$ cat src/rtl/booth_pkg.sv
// Shared types for the radix-4 Booth multiplier: controller states and
// the recoded partial-product select.
package booth_pkg;

    typedef enum logic [1:0] {
        IDLE,
        CALC,
        DONE
    } state_t;

    typedef enum logic [2:0] {
        ZERO,
        POS1,
        POS2,
        NEG1,
        NEG2
    } booth_sel_t;

endpackage

$ cat src/rtl/booth_r4_encoder.sv
// Radix-4 Booth recoder: maps {m[1], m[0], m_prev} to a partial-product select.
module booth_r4_encoder
    import booth_pkg::*;
(
    input  logic [2:0] bits,
    output booth_sel_t sel
);

    always_comb begin
        sel = ZERO;
        unique case (bits)
            3'b000:  sel = ZERO;
            3'b001:  sel = POS1;
            3'b010:  sel = POS1;
            3'b011:  sel = POS2;
            3'b100:  sel = NEG2;
            3'b101:  sel = NEG1;
            3'b110:  sel = NEG1;
            3'b111:  sel = ZERO;
            default: sel = ZERO;
        endcase
    end

endmodule

$ cat src/rtl/booth_radix4_multiplier.sv
// Sequential radix-4 Booth multiplier, signed or unsigned per request,
// with a zero-operand early-out and a registered one-cycle ready pulse.
module booth_radix4_multiplier
    import booth_pkg::*;
#(
    parameter int L_WORD = 8
) (
    input  logic                  clock,
    input  logic                  reset,
    input  logic                  start,
    input  logic [L_WORD-1:0]     word1,
    input  logic [L_WORD-1:0]     word2,
    input  logic                  signed_mode,
    output logic                  busy,
    output logic                  ready,
    output logic [2*L_WORD-1:0]   product
);

    localparam int NITER = L_WORD / 2 + 1;
    localparam int CW    = $clog2(NITER + 1);
    localparam int XW    = L_WORD + 2;
    localparam int AW    = 2 * L_WORD + 2;

    state_t            state, state_next;
    booth_sel_t        sel;
    logic [AW-1:0]     acc, acc_next, mcand, addend;
    logic [XW-1:0]     mplier;
    logic [XW-1:0]     word1_ext, word2_ext;
    logic              m_prev;
    logic [CW-1:0]     iter;
    logic              last_iter, operand_zero, in_done;

    assign word1_ext    = signed_mode ? {{2{word1[L_WORD-1]}}, word1} : {2'b00, word1};
    assign word2_ext    = signed_mode ? {{2{word2[L_WORD-1]}}, word2} : {2'b00, word2};
    assign operand_zero = (word1 == '0) || (word2 == '0);
    assign last_iter    = (iter == CW'(NITER - 1));

    booth_r4_encoder u_encoder (
        .bits ({mplier[1:0], m_prev}),
        .sel  (sel)
    );

    always_comb begin
        addend = '0;
        unique case (sel)
            ZERO:    addend = '0;
            POS1:    addend = mcand;
            POS2:    addend = mcand << 1;
            NEG1:    addend = -mcand;
            NEG2:    addend = -(mcand << 1);
            default: addend = '0;
        endcase
    end

    assign acc_next = acc + addend;

    // State register
    always_ff @(posedge clock) begin
        if (reset) state <= IDLE;
        else       state <= state_next;
    end

    // Next-state logic
    always_comb begin
        state_next = state;
        unique case (state)
            IDLE:    if (start) state_next = operand_zero ? DONE : CALC;
            CALC:    if (last_iter) state_next = DONE;
            DONE:    state_next = IDLE;
            default: state_next = IDLE;
        endcase
    end

    // Output decode
    always_comb begin
        busy    = (state == CALC) || (state == DONE);
        in_done = (state == DONE);
    end

    // Datapath; ready is registered off DONE so it lands one cycle after entry.
    always_ff @(posedge clock) begin
        if (reset) begin
            acc     <= '0;
            mcand   <= '0;
            mplier  <= '0;
            m_prev  <= 1'b0;
            iter    <= '0;
            product <= '0;
            ready   <= 1'b0;
        end else begin
            ready <= in_done;
            unique case (state)
                IDLE: begin
                    if (start) begin
                        mcand  <= {{L_WORD{word1_ext[XW-1]}}, word1_ext};
                        mplier <= word2_ext;
                        m_prev <= 1'b0;
                        acc    <= '0;
                        iter   <= '0;
                        if (operand_zero) product <= '0;
                    end
                end
                CALC: begin
                    acc    <= acc_next;
                    mcand  <= mcand << 2;
                    mplier <= {{2{mplier[XW-1]}}, mplier[XW-1:2]};
                    m_prev <= mplier[1];
                    iter   <= iter + CW'(1);
                    if (last_iter) product <= acc_next[2*L_WORD-1:0];
                end
                default: ;
            endcase
        end
    end

endmodule

$ cat config.mk
export PLATFORM = sky130hd
export DESIGN_NAME = booth_radix4_multiplier
export DESIGN_NICKNAME = d
export VERILOG_FILES = /design/src/rtl/booth_pkg.sv /design/src/rtl/booth_r4_encoder.sv /design/src/rtl/booth_radix4_multiplier.sv
export SDC_FILE = /design/constraint.sdc
export NUM_CORES = 1
export LEC_CHECK = 0
export BUFFER_PORTS_ARGS = -buffer_cell sky130_fd_sc_hd__buf_2
export CAP_MARGIN = 20
export CORE_MARGIN = 3
export CORE_UTILIZATION = 65
export CTS_CLUSTER_DIAMETER = 120
export DETAILED_ROUTE_END_ITERATION = 12
export PLACE_DENSITY = 0.95
export SYNTH_ARGS = -nofsm -noshare
export SYNTH_HDL_FRONTEND = slang
export SYNTH_SLANG_ARGS = --single-unit
$ cat constraint.sdc
create_clock -name clock -period 6.95 [get_ports clock]
set_clock_uncertainty 0.2 [all_clocks]
set_input_delay 1.39 -clock clock [delete_from_list [all_inputs] [get_ports clock]]
set_output_delay 1.39 -clock clock [all_outputs]
set_load 0.005 [all_outputs]
Yosys cells after proc, flatten, opt, wreduce, memory -nomap -nowiden

Memory sizes are Yosys's and may differ from the RTL's. A register that Yosys moved wholly into a read port is not among the register bits.
Index checks and enable logic that the tools add are counted.

Flip-flop bits (word level): 69
Bits in read-only memories: 24
Input port bits: 20
Output and inout bits: 18
Logic and storage cells: 58
Memories kept: 1

Add/sub/neg operators: 4
Equal/unequal tests: 10
Muxes and demuxes: 23
Bitwise logic cells: 1
Reductions and logical operators: 10

Memories:

| memory           | words | bits a word | rd ports | clocked after memory_dff | write ports | line                   | source |
|---|---|---|---|---|---|---|---|
| (name not given) | 8     | 3           | 1        | 1                        | 0           | booth_r4_encoder.sv:11 | `unique case (bits)` |

Operators with widths:

| cell                | count |
|---|---|
| $pmux 18 s2         | 2 |
| $pmux 18 s4         | 1 |
| $mux 16             | 3 |
| $mux 18             | 2 |
| $neg 18->18         | 2 |
| $pmux 16 s2         | 1 |
| $mux 10             | 3 |
| $pmux 10 s2         | 1 |
| $add 18x18->18      | 1 |
| $logic_not 8->1     | 2 |
| $mux 3              | 3 |
| $eq 3x2->1 const B  | 2 |
| $eq 3x3->1 const B  | 2 |
| $mux 2              | 3 |
| $ne 2x2->1 const B  | 3 |
| $pmux 3 s2          | 1 |
| $pmux 2 s2          | 1 |
| $reduce_and 2->1    | 2 |
| $reduce_and 4->1    | 1 |
| $add 3x1->3 const B | 1 |
| $eq 3x1->1 const B  | 1 |
| $reduce_and 3->1    | 1 |
| $eq 2x1->1 const B  | 1 |
| $eq 2x2->1 const B  | 1 |
| other kinds (6)     | 7 |

Logic depth before layout (Yosys ltp)

Gate-level depths: netlist of the first run.

Depth after elaboration: 5
Mapped depth: 19

By module

Synthesis of the first run repeated with hierarchy kept, for this count alone.

Cell total of the unflattened synthesis: 548
Area total of the unflattened synthesis: 4244.1 um^2

By module, submodules not included:

| module                  | times used | cells each | area an instance (um^2) | sequential area each (um^2) |
|---|---|---|---|---|
| booth_radix4_multiplier | 1          | 541        | 4185.3                  | 1301.2 |
| booth_r4_encoder        | 1          | 7          | 58.8                    | 0.0 |

Least setup slack after synthesis of the first run

OpenSTA, ideal clock, no wires.

Kind: register to register
Start: register mcand[0]
End: register acc[15]
Arrival time: 4.051 ns
Required time: 6.676 ns
Path slack: 2.625 ns
Stages on the path, launching flop included: 20
Clock period less this slack: 4.325 ns
Cell sequence: dfxtp_1 > inv_1 > ha_1 > or3b_1 > buf_2 > or2_1 > clkbuf_1 > or4_1 > nand2_1 > xnor2_1 > a22oi_1 > o21ai_1 > ha_1 > a21oi_1 > o21ai_1 > a221oi_1 > o221ai_1 > xnor2_1 > or4b_1 > a31oi_1

Longest elaborated chain between the ends: 4
Elaborated cells between the ends (all ways): 5
Those cells by class: 3 x add/sub; 2 x mux

Ends and longest elaborated chain:

| what                                  | line                                                         | source |
|---|---|---|
| start: declaration                    | booth_radix4_multiplier.sv:26                                | `logic [AW-1:0] acc, acc_next, mcand, addend;` |
| start signal: assignment              | booth_radix4_multiplier.sv:95                                | `mcand <= {{L_WORD{word1_ext[XW-1]}}, word1_ext};` |
| start signal: assignment              | booth_radix4_multiplier.sv:105                               | `mcand <= mcand << 2;` |
| $neg 18->18, on equally long branches | booth_radix4_multiplier.sv:49, booth_radix4_multiplier.sv:50 |  |
| $pmux 18 s4 (*)                       | booth_radix4_multiplier.sv:45                                | `unique case (sel)` |
| $add 18x18->18 (*)                    | booth_radix4_multiplier.sv:55                                | `assign acc_next = acc + addend;` |
| $pmux 18 s2 (*)                       | booth_radix4_multiplier.sv:92                                | `unique case (state)` |
| end signal: assignment                | booth_radix4_multiplier.sv:104                               | `acc <= acc_next;` |
| end: declaration                      | booth_radix4_multiplier.sv:26                                |  |

Mark *: on every way between the ends. The rest lies on a longest branch, timed or not.
A chain may end at the register's enable or synchronous reset.

Worst setup path after layout of the first run

Ends and elaborated chain as after synthesis.

==> run metrics, run 1 <==
# setup viols final 0; reg2reg start mcand[0]; top post-synthesis cells by area dfxtp_1 (32%), ha_1 (6.8%), nand2_1 (6.1%), nor2_1 (5.3%), a21oi_1 (4.7%); post-route cell area 4590 sq um; via density per instance 6.46; top cells by count, synth nand2_1 (69), dfxtp_1 (68), nor2_1 (60); met2 Track Usage GR 52.2%; clock power share 29.0%; wire per inst 16.6 um; drt drc 0; clock buffer count from CTS 9; area of the multi-input gates 2660 sq um; Reg clk slew, reported paths 70 ps; critical path startpoint mcand[0]; Tcrit/Tclk final 67.4%; post-placement cell area 4380 sq um; register area 1360 sq um; 1st-iter DRT viols 455; EDFF count, synth 0; worst slew pin tran 808 ps; Max Cap Violations 0; crit path launch type register; M1 GR Usage 36.6%; Critical path destination acc[15]; pwr dens 252 nW/um^2; Initial Util 69.1%; setup TNS 0 ps; Top FF cell, synth dfxtp_1; Post-CTS Repair Setup Buffers 0; post-layout minimum cycle time 4680 ps; maximum fanout along the worst path 8; Arrival @ worst endpoint 4760 ps; hpwl dp 7250 um; H-tree depth 3; critical path required time 7020 ps; clock root cell clkbuf_8; Final Max Slew Viols 0; met3 usage 6.75%; Yosys top cell by area dfxtp_1; core region area 6130 sq um; Logic pwr share 30.2%; cells on worst reg2reg path 17; Slew HR 46.1%; Die X 86.7 um; global placer's final weighted congestion 0.964; internal power 736 uW; Fmax achieved 214 MHz; first drt pass iteration count 8; vias in the first global route 3,990; port bufs 37; share of cells above drive strength 1 10.9%; count of different cell masters after synthesis 53; Psw 421 uW; post-synthesis sequential area ratio 32.1%; initial antenna violation count 0; hold crit path type register to register; count leader, synth nand2_1; outcome finished clean; sequential power share 40.8%; via count 4,115; ys async rst share 0%; Die H 86.7 um; Layout fillers 437; CTS max path bufs 2; post_cts resized 0; final hold vios 0; Ports 38; Leak 0.00180 uW; worst skew pair latency 350 ps; top cell type's share of synthesized area 32.1%; Area Overhead vs Synth 8.24%; maximum VDD drop 0.000214 V; gr usage total 30.4%; pin count of the biggest net entering global routing 53; Final Power 1160 uW; Final #Nets 601; GR peak layer met2; yosys warns 0; number of clock sinks 68; Crit. End Element register; Seq cells post-synth 68; die area 7520 sq um; synthesized area per cell 7.76 sq um; post-layout util 74.8%; hold-fix buffers at CTS 0; CTS tree yes; Crit Path Class register to register; GR Overflow Total 0; n_diodes 0; syn_nets 590; Mapped Cells 546; unrepaired setup endpoints after global routing false; Reg2Reg Setup Slack 2270 ps; # rows 28; Cell Area, Synth 4240 sq um; FF-to-FF End acc[15]; total wire length 10,600 um; post-route antenna net violation count 0; switching share of power 36.4%; first-pass GRT wire length 18,500 um
## worst min path at each step
stage | to | depth (start not counted) | from | slack (ps)
after floorplan | acc[4] | 2 | acc[4] | 240
after detailed placement | product[1] | 2 | product[1] | 240
after global routing | product[7] | 2 | product[7] | 280
after global placement | product[12] | 2 | product[12] | 230
final | product[8] | 1 | product[8] | 250
after CTS | product[1] | 2 | product[1] | 250
## cell type report
type / instances / area share [%]
inverters: 11 / 0.900
multi-input cells: 425 / 58.1
well taps: 75 / 2.05
repair buffers: 42 / 4.86
clock inverters: 3 / 0.982
flip-flops and latches: 68 / 29.7
clock buffers: 13 / 3.47
## flip-flops by register name, summed over array words and instances (netlist names)
name	count
acc	16
iter	3
m_prev	1
mcand	16
mplier	10
product	16
ready	1
state	2
u_encoder.sel	3
## worst max-delay path, cell delays in order, from the launching register on
cell and delay (ps):
dfxtp_1 350, inv_1 130, ha_1 230, or3b_1 510, or2_1 370, or4_1 470
nand2_1 110, xnor2_1 140, a22oi_1 80, o21ai_1 160, ha_1 310, a21oi_1 170
o21ai_1 110, a221oi_1 260, o221ai_1 160, xnor2_1 200, or4b_1 510, a31oi_1 160
## through the flow
| step | hold slack (ps) | instances | setup WS (ps) |
|---|---|---|---|
| CTS | 253 | 637 | 2300 |
| detailed placement | 242 | 621 | 2370 |
| floorplan | 236 | 546 | 2620 |
| global route | 280 | 637 | 1870 |
| finish | 253 | 637 | 2270 |
| global placement | 232 | 621 | 2450 |
## power by group through the flow
stage / registers [uW] / clock network, uW / logic, uW
after floorplan: 444 / 0 / 301
after global placement: 475 / 0 / 324
after detailed placement: 479 / 0 / 338
after CTS: 470 / 338 / 342
after global routing: 478 / 357 / 390
final: 472 / 336 / 350
## placed cells by master, fill, tap and decap left out, types with 17 or more instances in the layout
master and instances:
a211oi_1 23, a21oi_1 40, a22oi_1 18, buf_2 37, dfxtp_1 68, ha_1 22, mux2i_1 17, nand2_1 69
nand3_1 22, nor2_1 60, xor2_1 21
## cell families after synthesis
group	share of synthesized area [%]
compound gates	21.9
simple gates	23.2
buf+inv	5.08
fa+ha+maj	7.27
flops	32.1
mux	4.28
xor+xnor	6.20
## per-layer routing
layer,vias up,wire (um)
met5,-,0
met3,46,735
met4,0,329
met2,197,5300
met1,1910,4220
li1,1962,-
Power figures use the tool's default switching activity.
==> inputs of run 2 (changes only) <==
Settings changed: CORE_UTILIZATION 65 to 60, PLACE_DENSITY 0.95 to 0.91.
Clock period 6.95 ns to 4.76 ns, I/O delays scaled along.
==> run metrics, run 2 (same netlist as run 1, synthesis figures left out) <==
first drt pass iteration count 5 (-3); hpwl dp 7220 um (-0.38%); unrepaired setup endpoints after global routing false; maximum VDD drop 0.000273 V (+28%); pre-CTS setup slack 304 ps (-2060 ps); Fmax achieved 223 MHz (+4.6%); critical path's slowest cell or4b_1; Final #Nets 605 (+0.67%); final hold vios 0 (unchanged); sequential power share 39.9% (-0.9 points); clock root cell clkbuf_8; core region area 6600 sq um (+7.7%); gr usage total 25.7% (-4.7 points); hold-fix buffers at CTS 0 (unchanged); global placer's final weighted congestion 0.895 (-7.1%); post-layout minimum cycle time 4480 ps (-207 ps); outcome finished clean; Post-CTS Repair Setup Buffers 0 (unchanged); number of clock sinks 68 (unchanged); n_diodes 0 (unchanged); setup TNS 0 ps (unchanged); wire per inst 15.6 um (-6.4%); commonest non-fill, non-tap cells in the layout nand2_1 (69), dfxtp_1 (68), nor2_1 (60); critical path required time 4850 ps (-2170 ps); # rows 29 (+3.6%); setup ws final 284 ps (-1980 ps); via density per instance 6.18 (-4.3%); CP bufs+invs 1 (unchanged); Reg clk slew, reported paths 80 ps (about the same); H-tree depth 3 (unchanged); Slew HR 47.4% (+1.3 points); pin count of the biggest net entering global routing 53 (unchanged); CTS tree yes; Ports 38 (unchanged); Die X 90.0 um (+3.8%); via count 4,073 (-1.0%); Logic pwr share 31.3% (+1.1 points); worst slew pin tran 789 ps (-18.9 ps); Area Overhead vs Synth 9.42%; crit path launch type register; commonest non-fill, non-tap cell in the layout nand2_1; worst skew pair latency 360 ps (about the same); Leak 0.00182 uW (+0.94%); Crit. End Element register; Initial Util 64.2% (-4.9 points); vias in the first global route 3,905 (-2.1%); GR Overflow Total 0 (unchanged); Psw 633 uW (+50%); Tcrit/Tclk final 94.0% (+27 points); Die H 90.0 um (+3.8%); initial antenna violation count 0 (unchanged); Arrival @ worst endpoint 4560 ps (-200 ps); 1st-iter DRT viols 325 (-29%); clock buffer count from CTS 9 (unchanged); # setup viols final 0 (unchanged); clock power share 28.8% (-0.2 points); slowest cell delay on critical path 520 ps (about the same); total wire length 10,300 um (-3.2%); post-route antenna net violation count 0 (unchanged); die area 8110 sq um (+7.8%); pwr dens 364 nW/um^2 (+44%); share of cells above drive strength 1 12.0% (+1.2 points); hold crit path type register to register; switching share of power 37.5% (+1.1 points); first-pass GRT wire length 17,400 um (-5.7%); Final Max Slew Viols 0 (unchanged); biggest regs acc x16, mcand x16, product x16; internal power 1050 uW (+43%); maximum fanout along the worst path 7 (-1); CTS max path bufs 2 (unchanged); Crit Path Class register to register; CP top delay family simple AND/OR/NAND/NOR gates; Max Cap Violations 0 (unchanged); port bufs 37 (unchanged); CP Cell Sequence inv_1 > ha_1 > or3b_1 > or2_4 > or4_1 > nand2_1 > xnor2_1 > a22oi_1 > o21ai_1 > ha_1 > a21oi_1 > o21ai_1 > a221oi_1 > o221ai_1 > xnor2_1 > or4b_1 > a31oi_1; drt drc 0 (unchanged)
[run 2: cell types whose count changed in the layout (fill, tap and decap cells not counted), sizes merged]
cell | previous run | this run
clkbuf | 13 | 9
clkinv | 0 | 2
inv | 11 | 12
clkinvlp | 2 | 3
buf | 42 | 46
[run 2: metal layers]
metal / GRT usage [%] / wire [um] / vias to the layer above
met1: 30.7 / 4200 / 1899
li1: - / - / 1977
met2: 43.0 / 5010 / 159
met3: 5.84 / 700 / 38
met4: 13.4 / 348 / 0
met5: 0 / 0 / -
[run 2: path summary, 6_finish.rpt]
| path | slack, ps | start | to | cells after the start |
|---|---|---|---|---|
| hold / removal | 250 | product[11] | product[11] | 2 |
| setup / recovery | 280 | mcand[0] | acc[15] | 17 |
| hold reg to reg | 250 | product[11] | product[11] | 2 |
| setup reg to reg | 280 | mcand[0] | acc[15] | 17 |
[run 2: power by group through the flow]
stage	clock network, uW	registers [uW]	logic (uW)
after global routing	512	682	587
after global placement	0	681	494
after floorplan	0	648	440
after detailed placement	0	685	514
final	486	673	529
after CTS	492	671	519
[run 2: layout make-up]
class	instances	area [sq um]
multi-input combinational	425	2670
clock buffer	9	124
inverter	11	41.3
fill	536	1970
timing repair buffer	46	253
clock inverter	7	75.1
sequential	68	1360
tap	93	116
[run 2: per-stage QoR]
stage	power, uW	hold slack, ps	cells	utilization (%)	instance area [sq um]
finish	1690	252	659	70.2	4640
global route	1780	266	659	70.2	4640
CTS	1680	255	659	70.2	4630
detailed placement	1200	244	643	67.1	4430
global placement	1180	232	643	67.1	4430
floorplan	1090	236	546	-	4240
[run 2: worst min-delay path, stage by stage, from the launching register on]
cell and delay, ps:
dfxtp_1 310, nand2_1 50, a21oi_1 50
[run 2: what timing repair did]
item / 4_1_cts / 5_1_grt
setup endpoints to repair: 0 / 1
endpoints found under the hold margin: 0 / 0
gates resized for setup: 0 / 1
==> inputs of run 3 (changes only) <==
Settings changed: CORE_ASPECT_RATIO from default to 1.25, SYNTH_HIERARCHICAL from default to 1.
==> run metrics, run 3 <==
outcome finished clean; setup ws final 487 ps (+203 ps); CTS max path bufs 2 (unchanged); unrepaired setup endpoints after global routing false; slowest cell delay on critical path 400 ps (-120 ps); EDFF count, synth 0 (unchanged); CP top delay family simple AND/OR/NAND/NOR gates; Arrival @ worst endpoint 4320 ps (-240 ps); crit path launch type register; gr usage total 26.6% (+0.90 points); Mapped Cells 548 (+0.37%); post-placement cell area 4410 sq um (-0.56%); top post-synthesis cells by area dfxtp_1 (31%), ha_1 (7.1%), nand2_1 (6.0%), nor2_1 (5.6%), a21oi_1 (4.8%); Max Used Layer met4; count leader, synth nand2_1; n_diodes 0 (unchanged); setup TNS 0 ps (unchanged); hold-fix buffers at CTS 0 (unchanged); CP Cell Sequence inv_1 > ha_1 > nor3b_4 > nand2_1 > nor4_1 > nand2b_1 > xor2_1 > o22ai_1 > ha_1 > and4_1 > nor4b_1 > a211oi_2 > o22ai_1 > xnor2_1 > xnor2_1 > o21ai_1; # setup viols final 0 (unchanged); Seq cells post-synth 65 (-4.4%); syn_nets 593 (+0.51%); worst skew pair latency 350 ps (about the same); hold crit path type register to register; Crit Path Class register to register; H-tree depth 3 (unchanged); die area 8120 sq um (+0.24%); CP bufs+invs 1 (unchanged); commonest non-fill, non-tap cell in the layout nand2_1; GR Overflow Total 0 (unchanged); Initial Util 63.1% (-1.1 points); Slew HR 58.8% (+11 points); critical path's slowest cell ha_1; post-route antenna net violation count 0 (unchanged); Final Max Slew Viols 0 (unchanged); Yosys top cell by area dfxtp_1; commonest non-fill, non-tap cells in the layout nand2_1 (68), dfxtp_1 (65), nor2_1 (62); top cells by count, synth nand2_1 (68), dfxtp_1 (65), nor2_1 (63); share of cells above drive strength 1 12.6% (+0.55 points); pwr dens 669 nW/um^2 (+84%); Tcrit/Tclk final 89.8% (-4.3 points); clock buffer count from CTS 9 (unchanged); clock root cell clkbuf_8; port bufs 37 (unchanged); pre-CTS setup slack 565 ps (+262 ps); Die H 100 um (+11%); count of different cell masters after synthesis 59 (+11%); 1st-iter DRT viols 235 (-28%); met2 wire length 5290 um (+5.6%); Layout fillers 560 (+4.5%); final hold vios 0 (unchanged); vias in the first global route 3,855 (-1.3%); maximum VDD drop 0.000524 V (+92%); hpwl dp 7470 um (+3.4%); initial antenna violation count 0 (unchanged); post-synthesis sequential area ratio 30.7% (-1.5 points); total wire length 10,300 um (+0.17%); worst slew pin tran 618 ps (-171 ps); metal3 WL 445 um (-36%); global placer's final weighted congestion 0.925 (+3.4%); Cell Area, Synth 4240 sq um (+0.18%); post-route cell area 4610 sq um (-0.51%); Max Cap Violations 0 (unchanged); wire per inst 15.8 um (+1.2%); via count 3,983 (-2.2%); Top FF cell, synth dfxtp_1; maximum fanout along the worst path 7 (unchanged); core region area 6730 sq um (+1.9%); Area Overhead vs Synth 8.67%; met1 WL 4170 um (-0.79%); first-pass GRT wire length 17,200 um (-1.3%); Final #Nets 605 (unchanged); Reg clk slew, reported paths 80 ps (about the same); top cell type's share of synthesized area 30.7% (-1.5 points); pin count of the biggest net entering global routing 52 (-1.9%); post_cts resized 0 (unchanged); synthesized area per cell 7.74 sq um (-0.19%); Ports 38 (unchanged); critical path required time 4810 ps (-40 ps); CTS tree yes; biggest regs acc x16, mcand x16, product x16; Crit. End Element register; via density per instance 6.11 (-1.2%); Post-CTS Repair Setup Buffers 0 (unchanged); post-layout minimum cycle time 4270 ps (-203 ps); ys async rst share 0% (unchanged); number of clock sinks 65 (-4.4%); Die X 81.2 um (-9.8%); first drt pass iteration count 5 (unchanged); # rows 33 (+14%); yosys warns 6 (+6); Fmax achieved 234 MHz (+4.7%); drt drc 0 (unchanged); Leak 0.00182 uW (-0.27%)
-- run 3: cell count changes in the layout (fill, tap and decap cells not counted), moves of 4 or more --
cell and delta:
o21ai_0 +15, nand3_1 -11, o21ai_1 -8, xor2_1 -7, nand3b_1 +6, a22oi_1 -5
nor3_1 +4, nor4_1 +4, o31ai_1 -4, xnor2_1 +4
-- run 3: worst register-to-register path: stages, from the launching register on --
cell,delay (ps)
dfxtp_1,390
inv_1,140
ha_1,260
nor3b_4,340
nand2_1,190
nor4_1,340
nand2b_1,190
xor2_1,170
o22ai_1,100
ha_1,400
and4_1,260
nor4b_1,160
a211oi_2,310
o22ai_1,170
xnor2_1,320
xnor2_1,160
o21ai_1,70
-- run 3: area by class of cell --
class | count | area (sq um) | share of cell area, %
clock inverters | 7 | 76.3 | 1.65
well taps | 87 | 109 | 2.36
flip-flops and latches | 65 | 1300 | 28.2
repair buffers | 43 | 230 | 4.99
clock buffers | 9 | 124 | 2.69
inverters | 12 | 45.0 | 0.977
multi-input cells | 429 | 2730 | 59.1
-- run 3: path summary, 6_finish.rpt --
| path | startpoint | to | slack (ps) | cells after the start |
|---|---|---|---|---|
| worst max-delay path | mcand[1] | product[15] | 490 | 16 |
| worst max register to register | mcand[1] | product[15] | 490 | 16 |
| worst min register to register | product[8] | product[8] | 250 | 2 |
| worst min-delay path | product[8] | product[8] | 250 | 2 |
-- run 3: metrics by stage --
step	cells	total power [uW]	util (%)	hold slack (ps)
finish	652	3080	68.5	253
global route	652	3320	68.5	285
CTS	652	3070	68.5	256
detailed placement	636	2580	65.5	245
global placement	636	2510	65.5	236
floorplan	548	2230	-	236
-- run 3: logic make-up after synthesis --
kind of cell	synth area share, %
simple gates	24.7
compound gates	22.6
flops	30.7
buf+inv	5.31
xor+xnor	5.57
fa+ha+maj	7.55
mux	3.66
-- run 3: metal layers --
layer	global-route usage [%]	vias to the layer above
met5	0	-
met4	13.1	0
met3	5.39	30
met2	46.4	112
met1	30.4	1856
li1	-	1985
-- run 3: report_power, final --
group	switching, uW	total, uW	internal (uW)
combinational	1070	1710	637
clock	233	478	245
sequential	217	900	683
